File: src/rtl/change_dispenser_if.sv
// -----------------------------------------------------------------------------
// change_dispenser_if
// Bundles every non-clock/reset signal of the change dispenser.
//   master : vending-machine side (drives enable, change_valid, change, refill)
//   slave  : dispenser side (drives ready, coin outputs, status and inventory)
//
// Handshake: a change amount transfers on the rising clk edge where
// change_valid && change_ready are both high. change is sampled only on that
// edge; holding change_valid while change_ready is low has no effect. The
// source may keep change_valid asserted across busy periods and it will be
// taken on the first edge where change_ready is high.
//
// state_dbg exposes the dispenser FSM state for checkers.
// -----------------------------------------------------------------------------
interface change_dispenser_if #(
  parameter int AMT_W = 5,
  parameter int INV_W = 5
);
  logic             enable;
  logic             change_valid;
  logic [AMT_W-1:0] change;
  logic             change_ready;
  logic             refill;
  logic             coin_valid;
  logic [3:0]       coin_sel;
  logic             done;
  logic             short_err;
  logic [AMT_W-1:0] short_amt;
  logic [INV_W-1:0] inv10;
  logic [INV_W-1:0] inv5;
  logic [INV_W-1:0] inv2;
  logic [INV_W-1:0] inv1;
  logic [7:0]       paid_total;
  logic [1:0]       state_dbg;

  modport master (
    output enable, change_valid, change, refill,
    input  change_ready, coin_valid, coin_sel, done, short_err, short_amt,
    input  inv10, inv5, inv2, inv1, paid_total, state_dbg
  );

  modport slave (
    input  enable, change_valid, change, refill,
    output change_ready, coin_valid, coin_sel, done, short_err, short_amt,
    output inv10, inv5, inv2, inv1, paid_total, state_dbg
  );
endinterface

File: src/rtl/change_dispenser.sv
// -----------------------------------------------------------------------------
// change_dispenser
// Output end of the vending machine's change path. Takes a change amount over
// a valid/ready handshake, pays it out greedily in coins of 10/5/2/1 (one coin
// per cycle), tracks per-denomination inventory and reports any unpaid
// remainder at the end of the transaction.
//
// Ports:
//   clk    : system clock, rising edge
//   rst_n  : synchronous active-low reset
//   bus    : change_dispenser_if.slave
//            enable        in   low pauses dispensing
//            change_valid  in   change amount offered
//            change        in   amount to pay out
//            change_ready  out  amount can be accepted
//            refill        in   reload inventories (IDLE only)
//            coin_valid    out  one coin released this cycle
//            coin_sel      out  one-hot {c10,c5,c2,c1}, 0 when no coin
//            done          out  one-cycle end-of-transaction pulse
//            short_err     out  with done: amount not fully paid
//            short_amt     out  with done: unpaid remainder
//            inv10..inv1   out  current inventory counts
//            paid_total    out  running value dispensed, mod 256
//            state_dbg     out  FSM state
// AMT_W must be at least 4 so the amount can hold the value 10.
// -----------------------------------------------------------------------------
module change_dispenser #(
  parameter int AMT_W    = 5,
  parameter int INV_W    = 5,
  parameter int INIT_C10 = 10,
  parameter int INIT_C5  = 10,
  parameter int INIT_C2  = 10,
  parameter int INIT_C1  = 10
) (
  input  logic                clk,
  input  logic                rst_n,
  change_dispenser_if.slave   bus
);

  typedef enum logic [1:0] {
    IDLE     = 2'd0,
    DISPENSE = 2'd1,
    DONE     = 2'd2
  } state_t;

  localparam logic [INV_W-1:0] LOAD10 = INV_W'(INIT_C10);
  localparam logic [INV_W-1:0] LOAD5  = INV_W'(INIT_C5);
  localparam logic [INV_W-1:0] LOAD2  = INV_W'(INIT_C2);
  localparam logic [INV_W-1:0] LOAD1  = INV_W'(INIT_C1);

  state_t           state;
  logic [AMT_W-1:0] rem;
  logic             change_ready_q;
  logic             coin_valid_q;
  logic [3:0]       coin_sel_q;
  logic             done_q;
  logic             short_err_q;
  logic [AMT_W-1:0] short_amt_q;
  logic [INV_W-1:0] inv10_q, inv5_q, inv2_q, inv1_q;
  logic [7:0]       paid_q;

  // Greedy pick: largest denomination that fits the remainder and is in
  // stock. A zero-count denomination is never picked, so counters cannot
  // underflow. pick_sel == 0 means nothing can be paid this cycle.
  logic [3:0]       pick_sel;
  logic [AMT_W-1:0] pick_amt;
  logic [7:0]       pick_val;

  always_comb begin
    pick_sel = 4'b0000;
    pick_amt = '0;
    pick_val = 8'd0;
    if (rem >= AMT_W'(10) && inv10_q != '0) begin
      pick_sel = 4'b1000;
      pick_amt = AMT_W'(10);
      pick_val = 8'd10;
    end else if (rem >= AMT_W'(5) && inv5_q != '0) begin
      pick_sel = 4'b0100;
      pick_amt = AMT_W'(5);
      pick_val = 8'd5;
    end else if (rem >= AMT_W'(2) && inv2_q != '0) begin
      pick_sel = 4'b0010;
      pick_amt = AMT_W'(2);
      pick_val = 8'd2;
    end else if (rem >= AMT_W'(1) && inv1_q != '0) begin
      pick_sel = 4'b0001;
      pick_amt = AMT_W'(1);
      pick_val = 8'd1;
    end
  end

  always_ff @(posedge clk) begin
    if (!rst_n) begin
      state          <= IDLE;
      rem            <= '0;
      change_ready_q <= bus.enable;
      coin_valid_q   <= 1'b0;
      coin_sel_q     <= 4'b0000;
      done_q         <= 1'b0;
      short_err_q    <= 1'b0;
      short_amt_q    <= '0;
      inv10_q        <= LOAD10;
      inv5_q         <= LOAD5;
      inv2_q         <= LOAD2;
      inv1_q         <= LOAD1;
      paid_q         <= 8'd0;
    end else begin
      // Pulse-type outputs default low every cycle.
      coin_valid_q <= 1'b0;
      coin_sel_q   <= 4'b0000;
      done_q       <= 1'b0;

      case (state)
        IDLE: begin
          change_ready_q <= bus.enable;
          // Refill and accept may coincide; the reload lands on this edge, so
          // the first dispense cycle already sees the refilled counts.
          if (bus.refill) begin
            inv10_q <= LOAD10;
            inv5_q  <= LOAD5;
            inv2_q  <= LOAD2;
            inv1_q  <= LOAD1;
          end
          if (bus.change_valid && change_ready_q) begin
            rem            <= bus.change;
            change_ready_q <= 1'b0;
            state          <= DISPENSE;
          end
        end

        DISPENSE: begin
          change_ready_q <= 1'b0;
          if (bus.enable) begin
            if (pick_sel != 4'b0000) begin
              coin_valid_q <= 1'b1;
              coin_sel_q   <= pick_sel;
              rem          <= rem - pick_amt;
              paid_q       <= paid_q + pick_val;
              if (pick_sel[3]) inv10_q <= inv10_q - INV_W'(1);
              if (pick_sel[2]) inv5_q  <= inv5_q  - INV_W'(1);
              if (pick_sel[1]) inv2_q  <= inv2_q  - INV_W'(1);
              if (pick_sel[0]) inv1_q  <= inv1_q  - INV_W'(1);
            end else begin
              // Either fully paid or stuck; no backtracking is attempted.
              done_q      <= 1'b1;
              short_err_q <= (rem != '0);
              short_amt_q <= rem;
              state       <= DONE;
            end
          end
        end

        DONE: begin
          change_ready_q <= bus.enable;
          state          <= IDLE;
        end

        default: begin
          change_ready_q <= 1'b0;
          state          <= IDLE;
        end
      endcase
    end
  end

  assign bus.change_ready = change_ready_q;
  assign bus.coin_valid   = coin_valid_q;
  assign bus.coin_sel     = coin_sel_q;
  assign bus.done         = done_q;
  assign bus.short_err    = short_err_q;
  assign bus.short_amt    = short_amt_q;
  assign bus.inv10        = inv10_q;
  assign bus.inv5         = inv5_q;
  assign bus.inv2         = inv2_q;
  assign bus.inv1         = inv1_q;
  assign bus.paid_total   = paid_q;
  assign bus.state_dbg    = state;

endmodule

File: src/flat_wrapper.sv
// flat-port wrapper written by rule: the top's interface ports become plain ports
module change_dispenser_flat 
#(
  parameter int AMT_W    = 5,
  parameter int INV_W    = 5,
  parameter int INIT_C10 = 10,
  parameter int INIT_C5  = 10,
  parameter int INIT_C2  = 10,
  parameter int INIT_C1  = 10
)
  (clk, rst_n, bus_enable, bus_change_valid, bus_change, bus_refill, bus_change_ready, bus_coin_valid, bus_coin_sel, bus_done, bus_short_err, bus_short_amt, bus_inv10, bus_inv5, bus_inv2, bus_inv1, bus_paid_total, bus_state_dbg);
  change_dispenser_if #(.AMT_W(AMT_W), .INV_W(INV_W)) bus_i ();
  input  logic clk;
  input  logic rst_n;
  input wire logic [$bits(bus_i.enable)-1:0] bus_enable;
  input wire logic [$bits(bus_i.change_valid)-1:0] bus_change_valid;
  input wire logic [$bits(bus_i.change)-1:0] bus_change;
  input wire logic [$bits(bus_i.refill)-1:0] bus_refill;
  output wire logic [$bits(bus_i.change_ready)-1:0] bus_change_ready;
  output wire logic [$bits(bus_i.coin_valid)-1:0] bus_coin_valid;
  output wire logic [$bits(bus_i.coin_sel)-1:0] bus_coin_sel;
  output wire logic [$bits(bus_i.done)-1:0] bus_done;
  output wire logic [$bits(bus_i.short_err)-1:0] bus_short_err;
  output wire logic [$bits(bus_i.short_amt)-1:0] bus_short_amt;
  output wire logic [$bits(bus_i.inv10)-1:0] bus_inv10;
  output wire logic [$bits(bus_i.inv5)-1:0] bus_inv5;
  output wire logic [$bits(bus_i.inv2)-1:0] bus_inv2;
  output wire logic [$bits(bus_i.inv1)-1:0] bus_inv1;
  output wire logic [$bits(bus_i.paid_total)-1:0] bus_paid_total;
  output wire logic [$bits(bus_i.state_dbg)-1:0] bus_state_dbg;
  assign bus_i.enable = bus_enable;
  assign bus_i.change_valid = bus_change_valid;
  assign bus_i.change = bus_change;
  assign bus_i.refill = bus_refill;
  assign bus_change_ready = bus_i.change_ready;
  assign bus_coin_valid = bus_i.coin_valid;
  assign bus_coin_sel = bus_i.coin_sel;
  assign bus_done = bus_i.done;
  assign bus_short_err = bus_i.short_err;
  assign bus_short_amt = bus_i.short_amt;
  assign bus_inv10 = bus_i.inv10;
  assign bus_inv5 = bus_i.inv5;
  assign bus_inv2 = bus_i.inv2;
  assign bus_inv1 = bus_i.inv1;
  assign bus_paid_total = bus_i.paid_total;
  assign bus_state_dbg = bus_i.state_dbg;
  change_dispenser #(.AMT_W(AMT_W), .INV_W(INV_W), .INIT_C10(INIT_C10), .INIT_C5(INIT_C5), .INIT_C2(INIT_C2), .INIT_C1(INIT_C1)) u_core (.clk(clk), .rst_n(rst_n), .bus(bus_i));
endmodule
File: config.mk
export PLATFORM = sky130hd
export DESIGN_NAME = change_dispenser_flat
export DESIGN_NICKNAME = d
export VERILOG_FILES = /design/src/rtl/change_dispenser_if.sv /design/src/rtl/change_dispenser.sv /design/src/flat_wrapper.sv
export SDC_FILE = /design/constraint.sdc
export NUM_CORES = 1
export LEC_CHECK = 0
export BUFFER_PORTS_ARGS = -buffer_cell sky130_fd_sc_hd__buf_2
export CORE_ASPECT_RATIO = 0.7
export CORE_MARGIN = 4
export CORE_UTILIZATION = 50
export CTS_CLUSTER_DIAMETER = 40
export DETAILED_ROUTE_END_ITERATION = 6
export PLACE_DENSITY = 0.81
export SLEW_MARGIN = 20
export SYNTH_ARGS = -nofsm -noshare
export SYNTH_HDL_FRONTEND = slang
export SYNTH_SLANG_ARGS = --single-unit
File: constraint.sdc
create_clock -name clk -period 5.38 [get_ports clk]
set_clock_uncertainty 0.05 [all_clocks]
set_input_delay 1.076 -clock clk [delete_from_list [all_inputs] [get_ports clk]]
set_output_delay 1.076 -clock clk [all_outputs]
set_load 0.01 [all_outputs]
==> summary.txt <==
Run status
  • Run status: complete, no violations

Critical path
  • CP endpoint kind: flip-flop
  • Worst r2r dst: u_core.bus.paid_total[6]
  • Crit path required time: around 5600 ps
  • Worst reg-to-reg path cell count: 13
  • CP Launch Point: u_core.bus.inv2[0]
  • CP max FO: 6
  • Critical path launch point type: flip-flop
  • RR Startpoint: u_core.bus.inv2[0]
  • Crit path largest cell delay: 480 ps
  • WP data arrival: about 3600 ps
  • Crit-path cells: inv_1 > ha_1 > nor4b_2 > mux2i_1 > or2_2 > a21oi_1 > ha_1 > fa_1 > a21o_1 > a21oi_1 > nand2b_1 > or4_1 > a21oi_1
  • Cell mode on critical path: a21oi_1
  • CP Buf/Inv Count: 1
  • Top delay family on crit path: simple AND/OR/NAND/NOR gates
  • Register-to-register setup slack: about 2000 ps
  • Setup CP Type: reg2reg
  • Crit-path slowest cell: nor4b_2

Synthesis
  • Post-Synth Adder-Cell Area: just over 9%
  • Synth Area in Compound Gates: 21.81%
  • Post-Syn Area: between 0.002 and 0.003 sq mm
  • EDFF count, synth: 0
  • Syn nets: around 330
  • Register area share after synthesis: between 30% and 40%
  • Commonest register cell after synthesis: dfxtp_1
  • Simple-gate share of the synthesized area: between 20% and 30%
  • Warnings, synthesis: 0
  • Synthesized area per cell: ~8.6 sq um
  • Asr flop ratio synth: 0%
  • Flop and latch count out of synthesis: 48
  • Mux contribution to synthesized area: 3.437%
  • Synth Instances: 304
  • Largest family of logic cells by synthesized area: simple AND/OR/NAND/NOR gates
  • Cell variety after synth: 50
  • Post-synthesis xor/xnor area fraction: 1.671%

CTS
  • Post CTS Setup Buffer Count: 0
  • Sink Count: 48
  • Cts hold-fix bufs: 0
  • Num CTS Buffers: 5
  • Maximum root-to-sink buffer count: 2
  • Worst-path clk slew: about 90 ps
  • Clk Tree Root Cell: clkbuf_8
  • Post-CTS Resized: 0
  • Htree depth: 2
  • Clk_lat worst skew: around 310 ps
  • CTS tree: built

Placed design
  • GP Congestion: 0.8939
  • Dpl cells: 414
  • DP HPWL: about 5000 microns
  • Port bufs: 52

STA
  • Final Max Tran Viols: 0
  • Final Hold Fails: 0
  • FMAX: ~290 MHz
  • Final worst path period share: 63.48%
  • Worst-Margin Slew: 908.8 ps
  • Final Setup Violations: 0
  • Worst slew margin: between 30% and 40%
  • RSZ-0062 raised after global routing: false
  • Minimum clock period: around 3400 ps
  • Post-Route Setup TNS: 0 ps

GRT
  • Largest net degree at the start of global routing: 21
  • First-pass GRT wire length: between 10000 and 15000 microns
  • GRT Overall Usage: 22.69%
  • Number of global-route vias before repair: between 2000 and 2500
  • Total grt overflow: 0
  • Initial antenna violation count: 0

Power and ir drop
  • Leakage power: 1.298 nW
  • Combinational group share of total power: 24.4%
  • Seq pwr share: 43.3%
  • Switch share: 31.34%
  • NetSw: roughly 280 uW
  • Total Power: 891.5 uW
  • Worst vdd ir: approximately 0.00014 V
  • Cell internal pwr: between 600 and 700 uW
  • Pwr/cell area: between 200 and 300 mW/mm^2
  • Clock power frac: ~32%

Floorplanning
  • Die X: 94.54 microns
  • Initial Utilization: a little over half
  • Num ports: 53
  • Core area: approximately 0.005 sq mm
  • Die height: between 60 and 70 microns
  • Row cnt: 21
  • Die area: approximately 0.0065 sq mm

Final layout
  • Share of post-route cells with drive strength above 1: 19.26%
  • Area grow syn2layout: 16.47%
  • Non-Filler Instances: 422
  • Number of diodes: 0
  • Commonest non-fill, non-tap cell in the layout: buf_2
  • Nets: 380
  • Commonest non-fill, non-tap cells in the layout: buf_2 (52), dfxtp_1 (48), nand2_1 (27)

Routing
  • Total wire length: between 6000 and 7000 microns
  • Drt initial violations: 152
  • Residual DRC count: 0
  • DR vias/cell: 5.858
  • Drt wl/cell: 16.13 microns
  • Vias post-DR: approximately 2500
  • First-pass DRT Iterations: 5
  • Detail Route Antenna Nets: 0

Hold path
  • Hold/Removal Path Class: reg2reg
  • WHS Endpoint: u_core.bus.short_amt[2]
  • Hold path start: u_core.bus.short_amt[2]
  • Worst hold path depth: 2

Flow run
  • Max_cap viols: 0
worst min-delay path, stage by stage, from the launching register on:
cell     delay, ps
dfxtp_1        330
mux2i_1         60
nor2_1          70
Yosys cell counts, types with 3 or more instances:
library cell   n  area share [%]
a211oi_1       3            0.86
a21o_1         5             1.4
a21oi_1       23             4.4
and2_1         3            0.72
clkbuf_1      10             1.4
dfxtp_1       48              37
ha_1          16             7.6
inv_1         18             2.6
mux2i_1        9             3.4
nand2_1       27             3.9
nand2b_1       8             1.9
nand3_1        9             1.7
nor2_1        24             3.4
nor2b_1        3            0.72
nor3_1        11             2.1
nor4_1         4            0.95
o21a_1         5             1.4
o21ai_0       14             2.7
o21ai_1        4            0.76
o31ai_1        7             2.0
o41ai_1        3             1.0
or3_1          8             1.9
or4_1          6             1.7
xor2_1         3             1.0
power groups by stage:
stage,logic (mW),registers [mW],clock network [mW]
global route,0.243,0.389,0.304
CTS,0.214,0.386,0.289
floorplan,0.157,0.393,0
global placement,0.203,0.393,0
detailed placement,0.209,0.394,0
finish,0.218,0.386,0.288
stage by stage:
stage               setup slack (ps)  area [sq um]  util [%]  hold WS [ps]
floorplan                       2436          2621         -         442.0
global placement                2372          2927     59.56         413.0
detailed placement              2177          2927     59.56         423.6
CTS                             2028          3053     62.13         437.9
global route                    1753          3053     62.13         462.1
finish                          1965          3053     62.13         438.9
state kept, by name, indices dropped and copies added, names as in the netlist, 2 cells and up:
name,count
u_core.bus.paid_total,8
u_core.bus.inv10,5
u_core.bus.inv1,5
u_core.bus.inv2,5
u_core.bus.inv5,5
u_core.bus.short_amt,5
u_core.rem,5
u_core.bus.coin_sel,4
u_core.bus.state_dbg,2
per-layer routing:
layer | up-vias | wire length, microns | global-route usage (%)
met2 | 101 | 2977 | 37.10
li1 | 1205 | - | -
met4 | 0 | 65 | 5.935
met5 | - | 0 | 0
met1 | 1158 | 3168 | 30.50
met3 | 8 | 595 | 5.315
kinds of logic (layout without fill, tap and decap cells):
| kind of cell | after synthesis | after routing |
|---|---|---|
| AND/OR/NAND/NOR | 111 | 111 |
| flip-flops | 48 | 48 |
| adder cells (fa/ha/maj) | 18 | 18 |
| XOR/XNOR | 5 | 5 |
| AO/OA/AOI/OAI | 83 | 83 |
| buffers and inverters | 30 | 79 |
| multiplexers | 9 | 9 |
area by class of cell:
class	count	area (sq um)
Clock inverter	1	30.03
Tap cell	69	86.33
Clock buffer	7	96.34
Fill cell	460	1861
Sequential cell	48	960.9
Inverter	19	76.32
Multi-Input combinational cell	226	1543
Timing Repair Buffer	52	260.3
worst max path at each step:
stage	depth (start not counted)	end	slack, ps
global route	13	u_core.bus.paid_total[6]	1750
finish	13	u_core.bus.paid_total[6]	1960
floorplan	14	u_core.bus.paid_total[6]	2440
global placement	13	u_core.bus.paid_total[6]	2370
CTS	13	u_core.bus.paid_total[6]	2030
detailed placement	13	u_core.bus.paid_total[6]	2180
(Power assumes the default switching activity.)
